===== src/rtl/fft64_reorder_ctrl_if.sv =====
// fft64_reorder_ctrl_if
// Control/status bundle between the FFT64 reorder controller and the rest of
// the output stage (RAM64 banks and output mux).
//   START   frame start request (sampled on ED cycles)
//   BITREV  read order: 1 = bit-reversed, 0 = natural (bypass/debug)
//   ADDR0/WE0, ADDR1/WE1  registered address / write enable per RAM bank
//   OSEL    output mux select, aligned to the RAM data-out
//   VALID   selected data-out holds a reordered sample
//   RDY     selected data-out holds sample 0 of a reordered frame
// master: the controller side; slave: the RAM/mux/consumer side.
interface fft64_reorder_ctrl_if;
  logic       START;
  logic       BITREV;
  logic [5:0] ADDR0;
  logic       WE0;
  logic [5:0] ADDR1;
  logic       WE1;
  logic       OSEL;
  logic       VALID;
  logic       RDY;

  modport master (
    input  START, BITREV,
    output ADDR0, WE0, ADDR1, WE1, OSEL, VALID, RDY
  );

  modport slave (
    output START, BITREV,
    input  ADDR0, WE0, ADDR1, WE1, OSEL, VALID, RDY
  );
endinterface


===== src/rtl/fft64_reorder_ctrl.sv =====
// fft64_reorder_ctrl
// Ping-pong sequencer for two single-port RAM64 banks forming the 64-point
// reorder buffer behind the FFT64. Each frame is written in natural order into
// one bank while the previous frame is read from the other bank in bit-reversed
// (or natural) order. Streaming continues without further START.
// Ports:
//   CLK   clock, all state on the rising edge
//   RSTn  synchronous reset, active-low, priority over ED and START
//   ED    clock enable shared with the RAM banks; ED=0 freezes every register
//   bus   fft64_reorder_ctrl_if.master (START, BITREV in; bank addresses,
//         write enables, OSEL, VALID, RDY out)
module fft64_reorder_ctrl (
  input  logic                        CLK,
  input  logic                        RSTn,
  input  logic                        ED,
  fft64_reorder_ctrl_if.master        bus
);

  typedef enum logic [1:0] {IDLE, FILL, STREAM} st_t;

  st_t        st, st_n;
  logic [5:0] wcnt, wcnt_n;
  logic [5:0] rcnt, rcnt_n;
  logic       wb, wb_n;

  logic [5:0] addr0_q, addr1_q, addr0_n, addr1_n;
  logic       we0_q, we1_q, we0_n, we1_n;
  logic [5:0] rd_addr;
  logic       rd_act;

  logic       vld_p1, first_p1, bank_p1;
  logic       vld_p2, first_p2, bank_p2;

  function automatic logic [5:0] bitrev6(input logic [5:0] a);
    return {a[0], a[1], a[2], a[3], a[4], a[5]};
  endfunction

  // Next state plus the bank addressing for the cycle that state describes.
  // The address/WE registers are loaded from the next state so that, in every
  // cycle, ADDRx/WEx already show the access belonging to that cycle.
  always_comb begin
    st_n   = st;
    wcnt_n = wcnt;
    rcnt_n = rcnt;
    wb_n   = wb;

    if (bus.START) begin
      // Restart: a fresh frame begins at address 0. From IDLE it goes to
      // bank 0; mid-stream the current write bank is kept (no swap, even
      // when START lands on the wrap).
      st_n   = FILL;
      wcnt_n = 6'd0;
      rcnt_n = 6'd0;
      wb_n   = (st == IDLE) ? 1'b0 : wb;
    end else begin
      case (st)
        FILL: begin
          wcnt_n = wcnt + 6'd1;
          if (wcnt == 6'd63) begin
            wb_n   = ~wb;
            st_n   = STREAM;
            rcnt_n = 6'd0;
          end
        end
        STREAM: begin
          wcnt_n = wcnt + 6'd1;
          rcnt_n = rcnt + 6'd1;
          if (wcnt == 6'd63) wb_n = ~wb;
        end
        default: ;
      endcase
    end

    rd_addr = bus.BITREV ? bitrev6(rcnt_n) : rcnt_n;

    we0_n   = 1'b0;
    we1_n   = 1'b0;
    addr0_n = 6'd0;
    addr1_n = 6'd0;
    if (st_n != IDLE) begin
      if (wb_n) begin
        we1_n   = 1'b1;
        addr1_n = wcnt_n;
      end else begin
        we0_n   = 1'b1;
        addr0_n = wcnt_n;
      end
    end
    if (st_n == STREAM) begin
      if (wb_n) addr0_n = rd_addr;
      else      addr1_n = rd_addr;
    end

    // A read issued in a START cycle is abandoned; only older reads drain.
    rd_act = (st == STREAM) && !bus.START;
  end

  always_ff @(posedge CLK) begin
    if (!RSTn) begin
      st       <= IDLE;
      wcnt     <= 6'd0;
      rcnt     <= 6'd0;
      wb       <= 1'b0;
      addr0_q  <= 6'd0;
      addr1_q  <= 6'd0;
      we0_q    <= 1'b0;
      we1_q    <= 1'b0;
      vld_p1   <= 1'b0;
      first_p1 <= 1'b0;
      bank_p1  <= 1'b0;
      vld_p2   <= 1'b0;
      first_p2 <= 1'b0;
      bank_p2  <= 1'b0;
    end else if (ED) begin
      st      <= st_n;
      wcnt    <= wcnt_n;
      rcnt    <= rcnt_n;
      wb      <= wb_n;
      addr0_q <= addr0_n;
      addr1_q <= addr1_n;
      we0_q   <= we0_n;
      we1_q   <= we1_n;
      // stage 1: tag of the read address issued in the current ED cycle
      vld_p1   <= rd_act;
      first_p1 <= (rcnt == 6'd0);
      bank_p1  <= ~wb;
      // stage 2: aligned with RAM data-out (2 ED-cycle read latency)
      vld_p2   <= vld_p1;
      first_p2 <= first_p1;
      bank_p2  <= bank_p1;
    end
  end

  assign bus.ADDR0 = addr0_q;
  assign bus.WE0   = we0_q;
  assign bus.ADDR1 = addr1_q;
  assign bus.WE1   = we1_q;
  assign bus.OSEL  = bank_p2;
  assign bus.VALID = vld_p2;
  assign bus.RDY   = vld_p2 & first_p2;

endmodule


===== src/flat_wrapper.sv =====
// flat-port wrapper written by rule: the top's interface ports become plain ports
module fft64_reorder_ctrl_flat 
  (CLK, RSTn, ED, bus_START, bus_BITREV, bus_ADDR0, bus_WE0, bus_ADDR1, bus_WE1, bus_OSEL, bus_VALID, bus_RDY);
  fft64_reorder_ctrl_if bus_i ();
  input  logic CLK;
  input  logic RSTn;
  input  logic ED;
  input wire logic [$bits(bus_i.START)-1:0] bus_START;
  input wire logic [$bits(bus_i.BITREV)-1:0] bus_BITREV;
  output wire logic [$bits(bus_i.ADDR0)-1:0] bus_ADDR0;
  output wire logic [$bits(bus_i.WE0)-1:0] bus_WE0;
  output wire logic [$bits(bus_i.ADDR1)-1:0] bus_ADDR1;
  output wire logic [$bits(bus_i.WE1)-1:0] bus_WE1;
  output wire logic [$bits(bus_i.OSEL)-1:0] bus_OSEL;
  output wire logic [$bits(bus_i.VALID)-1:0] bus_VALID;
  output wire logic [$bits(bus_i.RDY)-1:0] bus_RDY;
  assign bus_i.START = bus_START;
  assign bus_i.BITREV = bus_BITREV;
  assign bus_ADDR0 = bus_i.ADDR0;
  assign bus_WE0 = bus_i.WE0;
  assign bus_ADDR1 = bus_i.ADDR1;
  assign bus_WE1 = bus_i.WE1;
  assign bus_OSEL = bus_i.OSEL;
  assign bus_VALID = bus_i.VALID;
  assign bus_RDY = bus_i.RDY;
  fft64_reorder_ctrl u_core (.CLK(CLK), .RSTn(RSTn), .ED(ED), .bus(bus_i));
endmodule

===== config.mk =====
export PLATFORM = sky130hd
export DESIGN_NAME = fft64_reorder_ctrl_flat
export DESIGN_NICKNAME = d
export VERILOG_FILES = /design/src/rtl/fft64_reorder_ctrl_if.sv /design/src/rtl/fft64_reorder_ctrl.sv /design/src/flat_wrapper.sv
export SDC_FILE = /design/constraint.sdc
export NUM_CORES = 1
export LEC_CHECK = 0
export CAP_MARGIN = 20
export CORE_MARGIN = 3
export CORE_UTILIZATION = 62
export CTS_CLUSTER_SIZE = 40
export DETAILED_ROUTE_END_ITERATION = 10
export DONT_BUFFER_PORTS = 1
export PLACE_DENSITY = 0.86
export SYNTH_ARGS = -nofsm -noshare
export SYNTH_HDL_FRONTEND = slang
export SYNTH_SLANG_ARGS = --single-unit

===== constraint.sdc =====
create_clock -name CLK -period 2.25 [get_ports CLK]
set_clock_uncertainty 0.05 [all_clocks]
set_input_delay 0.5625 -clock CLK [delete_from_list [all_inputs] [get_ports CLK]]
set_output_delay 0.5625 -clock CLK [all_outputs]
set_load 0.1 [all_outputs]

==> results of run 1 <==
[kinds of logic after synthesis]
logic type | Yosys count | share of synthesized area (%)
xor gates and xnor gates | 4 | 1.79
muxes | 10 | 6.00
and+or+nand+nor | 88 | 21.8
AOI/OAI and AO/OA | 67 | 25.2
DFF | 35 | 35.8
adders and majority gates | 6 | 3.83
buffers and inverters | 23 | 5.62
[power groups by stage]
stage                     clock network (mW)  registers [mW]  logic, mW
after CTS                              0.390           0.654      0.178
after detailed placement                   0           0.668      0.177
after global placement                     0           0.666      0.172
final                                  0.392           0.655      0.185
after global routing                   0.413           0.657      0.198
after floorplan                            0           0.708      0.100
[metal layers]
| metal | global-route usage [%] | routed length [microns] | part of all wire, % |
|---|---|---|---|
| met1 | 33.5 | 2190 | 41 |
| met2 | 48.8 | 2550 | 47 |
| met3 | 5.23 | 445 | 8.3 |
| met4 | 10.5 | 174 | 3.2 |
| met5 | 0 | 0 | 0 |
[sequential cells by signal, summed over array words and instances, names as in the netlist]
name,count
u_core.bus.OSEL,1
u_core.st,2
u_core.bus.VALID,1
u_core.first_p2,1
u_core.bus.WE1,1
u_core.wcnt,6
u_core.first_p1,1
u_core.rcnt,6
u_core.bank_p1,1
u_core.bus.WE0,1
u_core.wb,1
u_core.bus.ADDR1,6
u_core.bus.ADDR0,6
u_core.vld_p1,1
[cell type report]
type                       instances  share of cell area (%)
clock buffer                       8                    3.06
tap                               42                    2.34
multi-input combinational        175                    52.2
sequential                        35                    31.2
inverter                           9                    1.50
timing repair buffer              24                    9.68
[path summary, 6_finish.rpt]
check / slack [ns] / start / endpoint
hold reg to reg: 0.43 / u_core.first_p1 / u_core.first_p1
hold / removal: 0.24 / ED / u_core.rcnt[1]
setup / recovery: 0.07 / u_core.st[1] / u_core.bus.ADDR0[2]
setup reg to reg: 0.07 / u_core.st[1] / u_core.bus.ADDR0[2]
[critical path, delay by kind of cell, from the launching register on]
family | cells | cell delay (ns)
buf+inv | 2 | 0.26
compound gates | 3 | 0.63
flops | 1 | 0.39
simple gates | 1 | 0.17
mux | 1 | 0.25
fa+ha+maj | 1 | 0.31
[placed cells by master (no fill, tap or decap), drive strengths merged, types with 8 or more instances in the layout]
cell    instances
nor2b           9
clkbuf          8
mux2i           9
inv             8
nor2           22
a22oi          11
o21ai          12
nand2          29
dfxtp          35
buf            24
[through the flow]
stage               power (mW)  cell area, sq um  instances  worst slack [ns]
finish                    1.23              2250        293            0.0714
global placement         0.839              2150        285             0.148
CTS                       1.22              2220        293            0.0202
floorplan                0.808              1960        233            0.0660
global route              1.27              2250        293            0.0295
detailed placement       0.845              2150        285            0.0254
[timing repair]
| action | in CTS | in global routing |
|---|---|---|
| endpoints found under the setup margin | 0 | 12 |
| hold buffers | 0 | 0 |
| resized for setup | 0 | 6 |
==> out/metrics.csv, run 1 <==
metric,value,unit
ys_types,45,
core_region_area,2880,sq um
p_per_area,548,nW/um^2
grt_usage,27.8,%
multi_input_area,1170,sq um
p_int,0.884,mW
hold_viol_final,0,
switching_power,0.348,mW
layout-area-overhead-vs-synth,14.8,%
rsz0062_at_grt,false,
grt-ovfl-total,0,
holdWs,0.244,ns
cts_tree,yes,
max_stage_delay,0.39,ns
synth_top_area_cell,dfxtp_1,
grt_max_degree,26,
power.share.clock,31.8,%
drc_errors,0,
drt_iter0_drc,172,
cts.sinks,35,
clk-insertion-delay-late,0.35,ns
swShare,28.2,%
startpoint_type,flip-flop,
final_nets,261,
htreeDepth,2,
antenna_found_initial,0,
crit_type,flip-flop to flip-flop,
numCtsBuffers,5,
grt_pass1_vias,1801,
combPwrFrac,15.0,%
ir_drop,0.468,mV
crit_arrival,2.35,ns
synth.most_common_cell,dfxtp_1,
critPathSlowestCell,dfxtp_1,
syn-num-nets,244,
die_h,62.2,microns
routed_via_density,6.67,
gp_congestion,0.933,
post_cts.repair.setup_buffers,0,
grt_first_pass_wirelength,8650,microns
holdCritPathClass,input pin to flip-flop,
pwr-share-seq,53.1,%
worst_setup_path_end_kind,flip-flop,
die_w,62.2,microns
drt-total-wl,5360,microns
max_slew_margin,67.6,%
worst_pin_slew,0.485,ns
postSynthAreaPerCell,8.41,sq um
maxSlewViolCount,0,
clkTransAtPathRegs,0.11,ns
first_pass_iters,5,
clockRootBuffer,clkbuf_4,
wl_per_cell,18.3,microns
maxCapViolCount,0,
synth_common_cells,"dfxtp_1, nand2_1, nor2_1, o21ai_0, a22oi_1",
yosysWarnings,0,
place_hpwl,3650,microns
cp.required,2.42,ns
synth-seq-cells,35,
period_minus_slack,2.18,ns
seqCellArea,702,sq um
synthFlopType,dfxtp_1,
fin_setup_tns,0,ns
netlist_top_cells_area,"dfxtp_1, nand2_1, a22oi_1, nor2_1, mux2i_1",
yosysTopAreaCellShare,35.8,%
crit_fanout,16,
synth_edf_count,0,
finalSetupViolations,0,
dr_total_vias,1954,
seq_area_frac_synth,35.8,%
die_area,3870,sq um
r2r_cells,8,
final_layout_size_suffix_gt1_share,17.5,%
ant_nets,0,
path_cells,inv_1 -> ha_4 -> buf_12 -> nor2b_1 -> a21oi_1 -> a211o_1 -> mux2i_2 -> o22ai_1,
fillers,195,
syn_area,1960,sq um
clockBufferDepth,2,
leakagePower,0.873,nW
diodes,0,
ys_async_sr_fraction,0,%
status,"finished, final reports clean",
row_count,19,
utilization,78.2,%
start_util,68.1,%
holdPathStages,1,
port_buffers,0,
ios,22,
maxClockFrequency,0.459,GHz
fin_crit_sh,96.8,%
syn_inst,233,
No activity file was read; power rests on OpenSTA's default activity.
==> inputs of run 2 (changes only) <==
- ABC_AREA: not set -> 1
- CORE_UTILIZATION: 62 -> 63
- PLACE_DENSITY: 0.86 -> 0.87
==> run 2 against run 1 <==
Fmax rose by 2.3%; synthesized area rose by 3.1%; flip-flop and latch count did not move; sequential power rose by 2%; synthesized cell count rose by 27%; die area rose by 1.3%; final area fell by 1.0%; worst hold slack got worse by 0.0093 ns; power rose by 4.1%; critical endpoint is now u_core.bus.ADDR0[4]; largest cell class unchanged.
==> out/metrics.csv, run 2 <==
metric,value,unit
status,"finished, final reports clean",
synth_top_area_cell,dfxtp_1,
diodes,0,
drc_errors,0,
fin_crit_sh,94.6,%
utilization,76.8,%
holdPathStages,1,
hold_viol_final,0,
ir_drop,0.447,mV
synthFlopType,dfxtp_1,
die_h,62.6,microns
seq_area_frac_synth,34.7,%
dpl-instance-area,2120,sq um
first_pass_iters,4,
period_minus_slack,2.13,ns
cts_tree,yes,
holdCritPathClass,input pin to flip-flop,
synth_edf_count,0,
yosysTopAreaCellShare,34.7,%
drt_iter0_drc,144,
clkTransAtPathRegs,0.11,ns
drt-total-wl,4820,microns
gp_congestion,0.927,
worst_setup_path_end_kind,flip-flop,
yosysWarnings,0,
max_slew_margin,56.6,%
layout-area-overhead-vs-synth,10.3,%
crit_arrival,2.37,ns
ios,22,
grt_first_pass_wirelength,8410,microns
syn_inst,295,
die_area,3920,sq um
syn_area,2020,sq um
routed_via_density,5.47,
postSynthAreaPerCell,6.85,sq um
max_stage_delay,0.39,ns
layout_commonest_cell,nand2_1,
synth-seq-cells,35,
crit_fanout,6,
clk-insertion-delay-late,0.35,ns
place_hpwl,3510,microns
startpoint_type,flip-flop,
ys_async_sr_fraction,0,%
synth.most_common_cell,nand2_1,
fillers,227,
worst_pin_slew,0.651,ns
crit_top_cell,nand2_1,
final_layout_size_suffix_gt1_share,16.7,%
final_nets,322,
dr_total_vias,1935,
p_per_area,576,nW/um^2
crit_type,flip-flop to flip-flop,
wl_per_cell,13.6,microns
syn-num-nets,306,
fin_area,2230,sq um
ant_nets,0,
antenna_found_initial,0,
core_region_area,2900,sq um
final_cell_mix,"nand2_1, dfxtp_1, nand3_1",
die_w,62.6,microns
htreeDepth,2,
netlist_top_cells_area,"dfxtp_1, nand2_1, nand3_1, a21oi_1, inv_1",
ys_types,33,
port_buffers,0,
leakagePower,0.993,nW
grt_usage,26.8,%
path_cells,inv_1 -> ha_4 -> inv_2 -> nor2_4 -> nand2_1 -> nand2_1 -> nand2_4 -> inv_2 -> nand2_2 -> nor3_4 -> nand2_1 -> o21ai_1,
cts.sinks,35,
grt_max_degree,30,
fin_setup_tns,0,ns
synth_common_cells,"nand2_1, dfxtp_1, nand3_1",
p_total,1.28,mW
r2r_cells,12,
numCtsBuffers,5,
cp.required,2.49,ns
row_count,19,
clockRootBuffer,clkbuf_4,
maxCapViolCount,0,
maxSlewViolCount,0,
critPathSlowestCell,dfxtp_2,
grt-ovfl-total,0,
grt_pass1_vias,1824,
maxClockFrequency,0.470,GHz
start_util,69.6,%
clockBufferDepth,2,
finalSetupViolations,0,
[run 2: changes by cell type after synthesis, moves of 6 or more]
cell / previous run / this run
a22oi_1: 11 / 0
nand2_1: 29 / 79
o22ai_1: 6 / 0
o21ai_0: 12 / 19
a21oi_1: 5 / 27
nand3_1: 7 / 30
inv_1: 8 / 27
nor2b_1: 9 / 0
mux2i_1: 8 / 0
[run 2: worst max-delay path: cells and delay by family (launching register included)]
| kind | cells | cell delay (ns) |
|---|---|---|
| adder cells (fa/ha/maj) | 1 | 0.32 |
| AND/OR/NAND/NOR | 7 | 0.94 |
| AO/OA/AOI/OAI | 1 | 0.09 |
| flip-flops | 1 | 0.39 |
| buffers and inverters | 3 | 0.26 |
[run 2: path summary, 6_finish.rpt]
path         slack [ns]                   to            from
max                0.12  u_core.bus.ADDR0[4]    u_core.st[0]
min                0.23       u_core.bank_p1              ED
max reg2reg        0.12  u_core.bus.ADDR0[4]    u_core.st[0]
min reg2reg        0.43       u_core.bus.WE0  u_core.bus.WE0
[run 2: cell type report]
type	instances	area, sq um	share of cell area [%]
clock buffer	8	68.8	3.09
timing repair buffer	21	158	7.08
multi-input combinational	218	1130	50.8
inverter	30	113	5.06
sequential	35	703	31.6
tap	42	52.6	2.36
[run 2: cell families after synthesis]
logic type	after synthesis	synth area share [%]
buffers and inverters	42	10.1
AO/OA/AOI/OAI	56	15.2
flip-flops	35	34.7
adder cells (fa/ha/maj)	6	3.72
XOR/XNOR	1	0.434
AND/OR/NAND/NOR	155	35.8
[run 2: where the power goes]
| group | switching (mW) | internal, mW |
|---|---|---|
| logic | 0.157 | 0.0598 |
| clock network | 0.215 | 0.184 |
| registers | 0.0219 | 0.646 |
[run 2: routing by layer]
layer | part of all wire (%) | GRT usage (%)
met3 | 7.2 | 8.09
met4 | 1.5 | 10.5
met2 | 45 | 41.7
met5 | 0 | 0
met1 | 46 | 34.6
[run 2: repair_timing]
item | in CTS | in global routing
setup endpoints to repair | 4 | 11
buffers inserted | 0 | 2
resized for setup | 1 | 4
hold buffers | 0 | 0
hold endpoints to repair | 0 | 0
pin swaps | 0 | 2
[run 2: per-stage QoR]
step	setup WS, ns	hold WS (ns)	instances
after floorplan	0.290	0.396	295
after global placement	0.0742	0.404	344
after detailed placement	-0.0257	0.411	344
after CTS	0.0107	0.237	352
after global routing	-0.0104	0.225	354
final	0.120	0.235	354
==> inputs of run 3 (changes only) <==
- RECOVER_POWER: not set -> 50
==> run 3 against run 2 <==
Utilization decreased by 1.8 points; critical path depth unchanged; sequential share of layout area increased by 0.76 points.
==> out/metrics.csv, run 3 (synthesis results as in run 2) <==
metric,value,unit
layout-area-overhead-vs-synth,7.68,%
crit_arrival,2.34,ns
drt_iter0_drc,180,
dr_total_vias,1948,
ios,22,
first_pass_iters,4,
cts_tree,yes,
diodes,0,
die_w,62.6,microns
die_area,3920,sq um
ir_drop,0.465,mV
wl_per_cell,13.7,microns
fin_setup_tns,0,ns
dp.cells,344,
drc_errors,0,
clkTransAtPathRegs,0.11,ns
fin_area,2170,sq um
combPwrFrac,16.5,%
switching_power,0.393,mW
grt_max_degree,30,
status,"finished, final reports clean",
path_cells,inv_2 -> ha_4 -> inv_2 -> nor2_4 -> nand2_1 -> nand2_1 -> nand2_4 -> inv_2 -> nand2_2 -> nor3_4 -> nand2_1 -> o21ai_1,
cts.sinks,35,
maxClockFrequency,0.476,GHz
grt_pass1_vias,1824,
fin_crit_sh,93.4,%
grt_first_pass_wirelength,8410,microns
p_int,0.883,mW
dp_slack,-0.0257,ns
htreeDepth,2,
critPathSlowestCell,dfxtp_1,
holdCritPathClass,input pin to flip-flop,
routed_via_density,5.50,
final_layout_size_suffix_gt1_share,15.7,%
p_per_area,587,nW/um^2
swShare,30.8,%
dpl-instance-area,2120,sq um
startpoint_type,flip-flop,
crit_type,flip-flop to flip-flop,
setup_slack,0.148,ns
place_hpwl,3510,microns
row_count,19,
maxCapViolCount,0,
start_util,69.6,%
max_slew_margin,58.8,%
worst_setup_path_end_kind,flip-flop,
grt_usage,26.8,%
max_stage_delay,0.40,ns
clk-insertion-delay-late,0.35,ns
grt-ovfl-total,0,
final_cells,354,
drt-total-wl,4830,microns
clockRootBuffer,clkbuf_4,
pwr-share-seq,52.3,%
layout_commonest_cell,nand2_1,
antenna_found_initial,0,
gp_congestion,0.927,
rsz0062_at_grt,false,
final_nets,322,
holdWs,0.240,ns
core_region_area,2900,sq um
finalSetupViolations,0,
port_buffers,0,
cp.required,2.48,ns
clockBufferDepth,2,
period_minus_slack,2.10,ns
final_cell_mix,"nand2_1, dfxtp_1, nand3_1",
numCtsBuffers,5,
ant_nets,0,
crit_fanout,6,
die_h,62.6,microns
power.share.clock,31.3,%
worst_pin_slew,0.617,ns
leakagePower,0.978,nW
hold_viol_final,0,
maxSlewViolCount,0,
## run 3: cell types whose count changed in the layout (fill, tap and decap cells not counted), sizes merged
cell    change
buf        -16
clkbuf     +16
## run 3: per-layer routing
layer / part of all wire (%) / vias to the layer above / global-route usage, %
met3: 8.1 / 8 / 8.09
li1: - / 993 / -
met2: 45 / 65 / 41.7
met1: 45 / 882 / 34.6
met5: 0 / - / 0
met4: 1.8 / 0 / 10.5
## run 3: layout make-up
class                           count  area (sq um)
Sequential cell                    35           703
Inverter                           30           113
Timing Repair Buffer               21           116
Clock buffer                        8          68.8
Fill cell                         240           726
Multi-Input combinational cell    218          1120
Tap cell                           42          52.6
## run 3: critical path, delay by kind of cell, from the launching register on
family                     cells  cell delay, ns
and+or+nand+nor                7            0.94
DFF                            1            0.40
adders and majority gates      1            0.31
buffers and inverters          3            0.24
AOI/OAI and AO/OA              1            0.09
## run 3: power by group through the flow
stage	registers (mW)	clock network, mW	logic [mW]
after floorplan	0.741	0	0.126
after global placement	0.680	0	0.205
after detailed placement	0.681	0	0.208
after CTS	0.667	0.398	0.209
after global routing	0.670	0.431	0.231
final	0.667	0.399	0.210
## run 3: timing repair
item                                    in CTS  in global routing
hold buffers                                 0                  0
pin swaps                                    0                  2
endpoints found under the setup margin       4                 11
gates resized for setup                      1                  4
setup buffers                                0                  2
## run 3: path summary, 6_finish.rpt
kind / start / endpoint / slack [ns] / cells after the start
setup / recovery: u_core.st[1] / u_core.bus.ADDR0[4] / 0.15 / 12
hold / removal: ED / u_core.bank_p1 / 0.24 / 1
setup reg to reg: u_core.st[1] / u_core.bus.ADDR0[4] / 0.15 / 12
hold reg to reg: u_core.bus.WE0 / u_core.bus.WE0 / 0.42 / 2
## run 3: metrics by stage
| step | util [%] | power, mW |
|---|---|---|
| 6_report | 75.0 | 1.28 |
| 3_3_place_gp | 73.3 | 0.885 |
| 5_1_grt | 75.0 | 1.33 |
| 2_1_floorplan | - | 0.866 |
| 4_1_cts | 75.7 | 1.27 |
| 3_5_place_dp | 73.3 | 0.889 |
